## src/rtl/adder_arbiter_pkg.sv

```systemverilog
// -----------------------------------------------------------------------------
// adder_arbiter_pkg
//   Shared constants for the adder arbiter slice. WORD is the datapath width,
//   CYCLE the nominal clock period in time units, and ADDARB_NUM_REQ the default
//   number of requesters (PC-increment, branch-target, address-generation, ...).
// -----------------------------------------------------------------------------
package adder_arbiter_pkg;

  localparam int unsigned WORD           = 64;
  localparam int unsigned CYCLE          = 10;
  localparam int unsigned ADDARB_NUM_REQ = 4;

  // Next round-robin candidate after 'cur', wrapping modulo 'n'.
  function automatic int unsigned rr_next(input int unsigned cur, input int unsigned step,
                                          input int unsigned n);
    return (cur + step) % n;
  endfunction

endpackage

```

## src/rtl/adder.sv

```systemverilog
// -----------------------------------------------------------------------------
// adder
//   Shared combinational WORD-bit adder. Carry out is discarded, so the result
//   wraps modulo 2^WORD.
//
//   a_in    in  WORD : operand A
//   b_in    in  WORD : operand B
//   add_out out WORD : a_in + b_in (mod 2^WORD)
// -----------------------------------------------------------------------------
module adder
  import adder_arbiter_pkg::*;
(
  input  logic [WORD-1:0] a_in,
  input  logic [WORD-1:0] b_in,
  output logic [WORD-1:0] add_out
);

  assign add_out = a_in + b_in;

endmodule

```

## src/rtl/adder_arbiter_rr_arbiter.sv

```systemverilog
// -----------------------------------------------------------------------------
// rr_arbiter
//   Purely combinational round-robin picker. The search starts one past
//   last_grant and wraps; the first requesting index wins. The pointer register
//   itself is owned by the instantiating module.
//
//   req        in  NUM_REQ : request vector
//   last_grant in  ID_W    : index granted most recently
//   enable     in  1       : when low, no grant is issued
//   grant      out NUM_REQ : one-hot grant or zero
//   grant_id   out ID_W    : index of the granted requester (0 when none)
//   any        out 1       : a grant is issued
// -----------------------------------------------------------------------------
module rr_arbiter
  import adder_arbiter_pkg::*;
#(
  parameter int unsigned NUM_REQ = ADDARB_NUM_REQ,
  parameter int unsigned ID_W    = $clog2(NUM_REQ)
) (
  input  logic [NUM_REQ-1:0] req,
  input  logic [ID_W-1:0]    last_grant,
  input  logic               enable,
  output logic [NUM_REQ-1:0] grant,
  output logic [ID_W-1:0]    grant_id,
  output logic               any
);

  logic [ID_W-1:0] idx;

  always_comb begin
    grant    = '0;
    grant_id = '0;
    any      = 1'b0;
    idx      = '0;
    if (enable) begin
      // Offsets 1..NUM_REQ visit every requester once, ending on last_grant itself.
      for (int unsigned k = 1; k <= NUM_REQ; k++) begin
        idx = ID_W'(rr_next(32'(last_grant), k, NUM_REQ));
        if (!any && req[idx]) begin
          grant[idx] = 1'b1;
          grant_id   = idx;
          any        = 1'b1;
        end
      end
    end
  end

endmodule

```

## src/rtl/adder_arbiter.sv

```systemverilog
// -----------------------------------------------------------------------------
// adder_arbiter
//   Shares one combinational adder between NUM_REQ requesters. Each cycle at
//   most one request is granted (round-robin); its operands drive the adder and
//   the sum is captured, tagged with the requester ID, in a one-entry response
//   register. A response can be consumed and replaced in the same cycle, giving
//   one result per cycle under full load.
//
//   clk        in  1             : clock, rising edge
//   reset      in  1             : asynchronous active-high reset
//   req_valid  in  NUM_REQ       : requester i has operands pending
//   req_a_in   in  NUM_REQ*WORD  : packed operand A, slice i for requester i
//   req_b_in   in  NUM_REQ*WORD  : packed operand B, slice i for requester i
//   req_ready  out NUM_REQ       : one-hot accept (or zero), combinational
//   resp_valid out 1             : response register holds a result
//   resp_id    out ID_W          : owner of the result
//   resp_sum   out WORD          : a + b (mod 2^WORD)
//   resp_ready in  1             : consumer takes the response this cycle
// -----------------------------------------------------------------------------
module adder_arbiter
  import adder_arbiter_pkg::*;
#(
  parameter int unsigned NUM_REQ = ADDARB_NUM_REQ,
  parameter int unsigned ID_W    = $clog2(NUM_REQ)
) (
  input  logic                    clk,
  input  logic                    reset,
  input  logic [NUM_REQ-1:0]      req_valid,
  input  logic [NUM_REQ*WORD-1:0] req_a_in,
  input  logic [NUM_REQ*WORD-1:0] req_b_in,
  output logic [NUM_REQ-1:0]      req_ready,
  output logic                    resp_valid,
  output logic [ID_W-1:0]         resp_id,
  output logic [WORD-1:0]         resp_sum,
  input  logic                    resp_ready
);

  logic                    resp_valid_q;
  logic [ID_W-1:0]         resp_id_q;
  logic [WORD-1:0]         resp_sum_q;
  logic [ID_W-1:0]         last_grant_q;

  logic                    can_accept;
  logic                    arb_enable;
  logic [NUM_REQ-1:0]      grant;
  logic [ID_W-1:0]         grant_id;
  logic                    any_grant;

  logic [WORD-1:0]         a_arr [NUM_REQ];
  logic [WORD-1:0]         b_arr [NUM_REQ];
  logic [WORD-1:0]         add_a;
  logic [WORD-1:0]         add_b;
  logic [WORD-1:0]         add_out;

  // Free slot now, or the current occupant leaves at this edge.
  assign can_accept = !resp_valid_q || resp_ready;
  // Keep req_ready low for the whole reset window, not just after the edge.
  assign arb_enable = can_accept && !reset;

  rr_arbiter #(
    .NUM_REQ (NUM_REQ),
    .ID_W    (ID_W)
  ) u_rr_arbiter (
    .req        (req_valid),
    .last_grant (last_grant_q),
    .enable     (arb_enable),
    .grant      (grant),
    .grant_id   (grant_id),
    .any        (any_grant)
  );

  assign req_ready = grant;

  for (genvar g = 0; g < NUM_REQ; g++) begin : g_unpack
    assign a_arr[g] = req_a_in[g*WORD +: WORD];
    assign b_arr[g] = req_b_in[g*WORD +: WORD];
  end

  // One-hot operand mux; idle adder sees zeros so it does not toggle on stale data.
  always_comb begin
    add_a = '0;
    add_b = '0;
    for (int i = 0; i < NUM_REQ; i++) begin
      if (grant[i]) begin
        add_a = a_arr[i];
        add_b = b_arr[i];
      end
    end
  end

  adder u_adder (
    .a_in    (add_a),
    .b_in    (add_b),
    .add_out (add_out)
  );

  always_ff @(posedge clk or posedge reset) begin
    if (reset) begin
      resp_valid_q <= 1'b0;
      resp_id_q    <= '0;
      resp_sum_q   <= '0;
      last_grant_q <= ID_W'(NUM_REQ - 1);
    end else if (any_grant) begin
      // Covers both a fresh load and consume-plus-reload in the same cycle.
      resp_valid_q <= 1'b1;
      resp_id_q    <= grant_id;
      resp_sum_q   <= add_out;
      last_grant_q <= grant_id;
    end else if (resp_ready) begin
      resp_valid_q <= 1'b0;
    end
  end

  assign resp_valid = resp_valid_q;
  assign resp_id    = resp_id_q;
  assign resp_sum   = resp_sum_q;

  a_grant_onehot: assert property (@(posedge clk) disable iff (reset) $onehot0(req_ready));

  a_stall_no_grant: assert property (@(posedge clk) disable iff (reset)
    (resp_valid && !resp_ready) |-> (req_ready == '0));

  a_stall_hold: assert property (@(posedge clk) disable iff (reset)
    (resp_valid && !resp_ready) |=> (resp_valid && $stable(resp_sum) && $stable(resp_id)));

endmodule

```

## config.mk

```make
export PLATFORM = sky130hd
export DESIGN_NAME = adder_arbiter
export DESIGN_NICKNAME = d
export VERILOG_FILES = /design/src/rtl/adder_arbiter_pkg.sv /design/src/rtl/adder.sv /design/src/rtl/adder_arbiter_rr_arbiter.sv /design/src/rtl/adder_arbiter.sv
export SDC_FILE = /design/constraint.sdc
export NUM_CORES = 1
export LEC_CHECK = 0
export CORE_AREA = 3 3 228 230
export DETAILED_ROUTE_END_ITERATION = 8
export DIE_AREA = 0 0 231 233
export HOLD_SLACK_MARGIN = 0.06
export PLACE_DENSITY_LB_ADDON = 0.08
export SLEW_MARGIN = 15
export SYNTH_ARGS = -nofsm -noshare
export SYNTH_HDL_FRONTEND = slang
export SYNTH_HIERARCHICAL = 1
export SYNTH_SLANG_ARGS = --single-unit
```

## constraint.sdc

```tcl
create_clock -name clk -period 12.8 [get_ports clk]
set_clock_uncertainty 0.2 [all_clocks]
set_input_delay 1.92 -clock clk [delete_from_list [all_inputs] [get_ports clk]]
set_output_delay 1.92 -clock clk [all_outputs]
set_load 0.01 [all_outputs]
```

# Yosys cells after proc, flatten, opt, wreduce, memory -nomap -nowiden
# Index checks and enable logic that the tools add are counted.
dict set report totals {
  regBits 69
  input_bits 519
  out_inout_bits 71
  wordCells 82
}
dict set report op_classes {
  add_sub_neg 5
  order_cmp 8
  mux 47
  bitwise 3
  reduce_logical 15
}
# op count
set op_table {}
lappend op_table {{64-bit 2-to-1 mux} 8}
lappend op_table {{64-bit adder} 1}
lappend op_table {{4-bit 2-to-1 mux} 8}
lappend op_table {{1-bit 2-to-1 mux} 18}
lappend op_table {{2-bit by 3-bit < comparator with 1-bit output, second input constant} 4}
lappend op_table {{4-bit OR} 3}
lappend op_table {{2-bit 2-to-1 mux} 5}
lappend op_table {{1-bit binary-select mux with 2-bit select} 4}
lappend op_table {{1-bit demux with 2-bit select} 4}
lappend op_table {{2-bit by 1-bit >= comparator with 1-bit output, second input constant} 4}
lappend op_table {{1-bit logical AND} 8}
lappend op_table {{1-bit logical NOT} 5}
lappend op_table {{2-bit by 1-bit adder with 2-bit output, second input constant} 2}
lappend op_table {{2-bit adder, second input constant} 2}
lappend op_table {{2-bit nonzero test} 1}
lappend op_table {{1-bit logical OR} 1}

# Longest topological paths before layout
dict set report logic_depth {
  depth_word 22
  mapped_depth 25
  depth_no_buf 21
}

# By module
# Netlist, hierarchy kept.
# mod n_inst cells_per_inst area_each_um2 seq_area_each_um2
set modules_own_cells {}
lappend modules_own_cells {adder_arbiter 1 614 5326.4 1729.2}
lappend modules_own_cells {adder 1 579 3902.5 0.0}
lappend modules_own_cells {rr_arbiter 1 66 520.5 0.0}

# Worst setup path before layout
# Ideal clock, no wire load.
dict set report synth_path {
  path_type {input to register}
  start {in req_valid[1]}
  end {reg resp_sum_q[54] (netlist: resp_sum[54])}
  setup_ns 0.125
  arrival_time_ns 6.436
  required_time_ns 12.475
  setup_slack_ns 6.039
  cell_stages 21
  n_path_buf 2
  cell_sequence {buf_2 -> mux4_2 -> a211oi_4 -> a221oi_1 -> o2bb2ai_1 -> inv_2 -> clkbuf_1 -> o22ai_1 -> a21oi_1 -> ha_1 -> fa_1 -> a21o_1 -> nand4_1 -> a31o_1 -> a21oi_2 -> a41o_1 -> o31a_4 -> a21boi_1 -> o21ai_1 -> xor2_1 -> mux2_2}
}
dict set report synth_via {
  word_cells_on_any_way 42
  cone_classes {1 x add/sub; 32 x mux; 3 x bitwise; 6 x reduce/logical}
}
# item line_no
set synth_lines {}
lappend synth_lines {{start: declaration} adder_arbiter.sv:28} ;# input logic [NUM_REQ-1:0] req_valid,
lappend synth_lines {{1-bit binary-select mux with 2-bit select} adder_arbiter_rr_arbiter.sv:39} ;# if (!any && req[idx]) begin
lappend synth_lines {{1-bit 2-to-1 mux (not written as such)} adder_arbiter_rr_arbiter.sv:39}
lappend synth_lines {{1-bit 2-to-1 mux} adder_arbiter_rr_arbiter.sv:39}
lappend synth_lines {{1-bit 2-to-1 mux} adder_arbiter_rr_arbiter.sv:35} ;# if (enable) begin
lappend synth_lines {{1-bit logical NOT} adder_arbiter_rr_arbiter.sv:39}
lappend synth_lines {{1-bit logical AND} adder_arbiter_rr_arbiter.sv:39}
lappend synth_lines {{1-bit 2-to-1 mux} adder_arbiter_rr_arbiter.sv:39}
lappend synth_lines {{1-bit 2-to-1 mux} adder_arbiter_rr_arbiter.sv:35}
lappend synth_lines {{[... 5 more ...]} n/a}
lappend synth_lines {{1-bit logical AND} adder_arbiter_rr_arbiter.sv:39}
lappend synth_lines {{4-bit 2-to-1 mux *} adder_arbiter_rr_arbiter.sv:39}
lappend synth_lines {{4-bit 2-to-1 mux *} adder_arbiter_rr_arbiter.sv:35}
lappend synth_lines {{via req_ready[3]} adder_arbiter.sv:31} ;# output logic [NUM_REQ-1:0] req_ready,
lappend synth_lines {{64-bit 2-to-1 mux *} adder_arbiter.sv:84} ;# if (grant[i]) begin
lappend synth_lines {{via add_a[0]} adder_arbiter.sv:51} ;# logic [WORD-1:0] add_a;
lappend synth_lines {{64-bit adder *} adder.sv:18} ;# assign add_out = a_in + b_in;
lappend synth_lines {{via add_out[54]} adder_arbiter.sv:53} ;# logic [WORD-1:0] add_out;
lappend synth_lines {{end signal: assignment} adder_arbiter.sv:107} ;# resp_sum_q <= add_out;
lappend synth_lines {{end: declaration} adder_arbiter.sv:40} ;# logic [WORD-1:0] resp_sum_q;
# Mark *: on every way through the listed nets, which the timed path passes. The rest lies on a longest branch. The select of a mux whose other input is x is not followed.
# A chain may end at the register's enable or synchronous reset.

# Worst setup path after layout
dict set report layout_path {
  start {in req_valid[0]}
  end {reg resp_sum_q[32] (netlist: resp_sum[32])}
}
dict set report layout_via {
  elab_chain_len 21
  word_cells_on_any_way 42
  cone_classes {1 x add/sub; 32 x mux; 3 x bitwise; 6 x reduce/logical}
}
# item line_no
set layout_lines {}
lappend layout_lines {{1-bit binary-select mux with 2-bit select} adder_arbiter_rr_arbiter.sv:39}
lappend layout_lines {{1-bit 2-to-1 mux (not written as such)} adder_arbiter_rr_arbiter.sv:39}
lappend layout_lines {{1-bit 2-to-1 mux} adder_arbiter_rr_arbiter.sv:39}
lappend layout_lines {{1-bit 2-to-1 mux} adder_arbiter_rr_arbiter.sv:35}
lappend layout_lines {{1-bit logical NOT} adder_arbiter_rr_arbiter.sv:39}
lappend layout_lines {{1-bit logical AND} adder_arbiter_rr_arbiter.sv:39}
lappend layout_lines {{1-bit 2-to-1 mux} adder_arbiter_rr_arbiter.sv:39}
lappend layout_lines {{1-bit 2-to-1 mux} adder_arbiter_rr_arbiter.sv:35}
lappend layout_lines {{[... 5 more ...]} n/a}
lappend layout_lines {{1-bit logical AND} adder_arbiter_rr_arbiter.sv:39}
lappend layout_lines {{4-bit 2-to-1 mux *} adder_arbiter_rr_arbiter.sv:39}
lappend layout_lines {{4-bit 2-to-1 mux *} adder_arbiter_rr_arbiter.sv:35}
lappend layout_lines {{64-bit 2-to-1 mux (3 in series)} adder_arbiter.sv:84}
lappend layout_lines {{64-bit 2-to-1 mux *} adder_arbiter.sv:84}
lappend layout_lines {{via add_a[0]} adder_arbiter.sv:51}
lappend layout_lines {{64-bit adder *} adder.sv:18}
lappend layout_lines {{via add_out[32]} adder_arbiter.sv:53}
# Marks and branches as above.

==> results.yml <==
synth:
  netlist.area_leader.share_pct: 17.20
  synth_area_leaders: "dfrtp_1 (17%), a21oi_1 (11%), a22oi_1 (9.9%)"
  synth_async_sr_flop_share_pct: 100.0
  synth_largest_area_cell: "dfrtp_1"
  ys_ff_latch: 69
  syn-cell-area_mm2: 0.009749
  syn_inst: 1259
  ys.flop_type: "dfrtp_1"
  synthDistinctLibCells: 77
  syn-num-nets: 1850
  synth_edf_count: 0
  yosysSeqAreaShare_pct: 17.74
  synth.avg_cell_area_um2: 7.744
  ys_warn_count: 6
power_and_ir_drop:
  p_leak_nw: 6.208
  clkPwrFrac_pct: 7.3
  power_switching_w: 0.001950
  p_comb_share_pct: 82.0
  power_density_mw_per_mm2: 231.1
  irDropWorstVdd_uv: 90.94
  netSwitchingFraction_pct: 51.52
  seq_power_share_pct: 10.7
  p_int_w: 0.001835
timing:
  hold_ws_ps: 305.3
  fmax_ghz: 0.1133
  tns_ps: 0
  maxSlewViolCount: 0
  relSlewSlack_pct: 25.77
  layout_min_cycle_time_ps: 8824
  setup_viol_count_final: 0
  fin_crit_sh_pct: 68.94
  rsz0062_at_grt: "no"
  worst_pin_slew_ps: 1113
  hold_violations: 0
worst_setup_path:
  crit_family: "compound AO/OA/AOI/OAI gates"
  required_ps: 12840
  critPathBufInv: 3
  r2r-end: "resp_sum[32]"
  start_kind: "input pin"
  r2r_slack_ps: 5200
  slowest_stage: "buf_4"
  path_class: "in2reg"
  cp_num_cells: 21
  rr_startpoint: "last_grant_q[0]"
  max_stage_delay_ps: 750
  crit_chain: "clkdlybuf4s50_1 > nor2_1 > a21oi_1 > a2111oi_2 > o2bb2ai_4 > buf_4 > buf_4 > a22oi_1 > a21oi_1 > ha_1 > fa_1 > a21o_1 > nand4_1 > a31o_1 > nor3_1 > nor2_1 > nor2b_1 > a21oi_1 > o21ai_0 > xor2_1 > mux2_2"
  cp-end-kind: "flip-flop"
  r2r_cells: 22
  crit_end: "resp_sum[32]"
  worstPathArrival_ps: 8860
  crit_start: "req_valid[0]"
  cp_common_cell: "a21oi_1"
  worstPathMaxFanout: 67
clock_tree:
  cts-root-buf: "clkbuf_16"
  cts_resized: 0
  cts_buffer_depth: 2
  cts_buffers: 9
  hold_buffers: 0
  cts_sinks: 69
  cts.htree.levels: 3
  post_cts_buffers: 0
  clk_latency_ps: 350
  cts_tree: "done"
  clk_pin_slew_ps: 60
floorplanning:
  fp.dieH_um: 233
  die_area_mm2: 0.05382
  initial_core_util_pct: 19.47
  ioPinCount: 590
  die_width_um: 231
  coreArea_mm2: 0.05007
  row_count: 82
finish:
  seqCellArea_mm2: 0.001729
  layout-drive-gt1-share_pct: 6.989
  instances_no_fill: 2432
  stdcell_area_mm2: 0.01637
  diodes: 0
  final_util_pct: 32.70
  nFillCells: 5421
  nNetsFinal: 2346
  multiInputGateArea_mm2: 0.007336
  area.growth.synth_to_final_pct: 67.95
global_routing:
  antenna_found_initial: 0
  grt_pass1_vias: 12480
  grt_util_all_layers_pct: 18.48
  grt_max_degree: 75
  grt_pass1_wl_mm: 77.24
  overflow: 0
route:
  via_per_inst: 5.010
  wirelength_mm: 53.03
  drc: 0
  drtAntennaViolNets: 0
  dr.pass1.iters: 5
  dr.first_iter.drc_count: 570
  wl_per_cell_um: 21.81
  vias: 12180
min_path:
  hp-class: "reg2reg"
place:
  placed_cell_area_mm2: 0.01606
  place.gp.congestion: 0.8001
  dp.cells: 2416
  dp_hpwl_mm: 42.78
  portBuffers: 589
run_status:
  status: "complete, no violations"
run:
  cap_violations: 0
-- power by group through the flow --
stage | sequential [W] | clock, W | combinational [W]
floorplan | 0.000442 | 0 | 0.00203
global placement | 0.000405 | 0 | 0.00313
detailed placement | 0.000409 | 0 | 0.00312
CTS | 0.000407 | 0.000292 | 0.00314
global route | 0.000421 | 0.000301 | 0.00343
finish | 0.000403 | 0.000278 | 0.00310
-- cell usage in the layout (no fill, tap or decap), types with 3 or more instances in the layout --
| master | count |
|---|---|
| o21ai_0 | 44 |
| ha_1 | 71 |
| nor2_1 | 36 |
| nor3b_1 | 3 |
| a211oi_1 | 4 |
| nor2b_1 | 6 |
| nand2_1 | 62 |
| nand3_1 | 9 |
| dfrtp_1 | 67 |
| a31oi_1 | 13 |
| nor3_1 | 12 |
| inv_1 | 40 |
| o2bb2ai_1 | 3 |
| and3_1 | 7 |
| a21oi_2 | 3 |
| nand4_1 | 28 |
| o31ai_1 | 4 |
| xor2_1 | 28 |
| mux2_2 | 64 |
| o21ai_1 | 10 |
| nand2b_1 | 5 |
| a22oi_1 | 128 |
| buf_4 | 10 |
| o21bai_1 | 17 |
| and2_1 | 3 |
| a21o_1 | 27 |
| a21oi_1 | 206 |
| or2_2 | 3 |
| o21a_1 | 8 |
| o211ai_1 | 9 |
| a221oi_1 | 7 |
| o22ai_1 | 127 |
| xnor2_1 | 34 |
| clkdlybuf4s50_1 | 589 |
| clkbuf_16 | 9 |
-- logic make-up (layout without fill, tap and decap cells) --
group                    Yosys count  count (layout)  share of synthesized area (%)
multiplexers                      67              67                          7.957
buffers and inverters            158             659                          7.559
AO/OA/AOI/OAI                    638             638                          41.81
flip-flops                        69              69                          17.74
XOR/XNOR                          62              62                          5.570
AND/OR/NAND/NOR                  193             193                          10.05
adder cells (fa/ha/maj)           72              72                          9.317
-- layer usage --
layer	part of all wire (%)	GRT usage, %	vias to the layer above	wire length [um]
li1	-	-	5889	-
met1	42	22.73	5801	22230
met2	49	32.65	465	25950
met3	8.0	5.044	29	4268
met4	1.1	3.118	0	585
met5	0	0	-	0
-- worst min path at each step --
stage          cells past startpoint  slack [ps]              end       startpoint
6_report                           1         310     resp_sum[10]     resp_sum[10]
4_1_cts                            1         310     resp_sum[10]     resp_sum[10]
3_3_place_gp                       1         290      resp_sum[1]      resp_sum[1]
3_5_place_dp                       1         300     resp_sum[30]     resp_sum[30]
2_1_floorplan                      2         280  last_grant_q[1]  last_grant_q[1]
5_1_grt                            1         320     resp_sum[59]     resp_sum[59]
-- flip-flops by register name, summed over array words and instances, names as in the netlist --
register,count
resp_sum,64
resp_valid,1
last_grant_q,2
resp_id,2
-- cells in the mapped netlist (13+ instances only) --
cell type / n
a21o_1: 27
xnor2_1: 34
a31oi_1: 13
xor2_1: 28
dfrtp_1: 67
o21bai_1: 17
a22oi_1: 128
o22ai_1: 127
nand4_1: 28
buf_2: 56
nor2_1: 37
ha_1: 71
a21oi_1: 207
inv_1: 41
mux2_2: 64
o21ai_0: 44
nand2_1: 62
clkbuf_1: 40
-- cell type report --
cell class                      count  share of cell area (%)
Clock buffer                       11                   1.544
Clock inverter                      5                  0.3591
Inverter                           43                   1.016
Multi-Input combinational cell   1032                   44.80
Sequential cell                    69                   10.56
Tap cell                          672                   5.135
Timing Repair Buffer              600                   36.59
-- per-stage QoR --
| stage | setup slack [ps] | total power (W) |
|---|---|---|
| floorplan | 6039 | 0.002471 |
| global placement | 3648 | 0.003537 |
| detailed placement | 3626 | 0.003526 |
| CTS | 3995 | 0.003834 |
| global route | 3349 | 0.004149 |
| finish | 3976 | 0.003785 |
No activity file was read; power rests on OpenSTA's default activity.
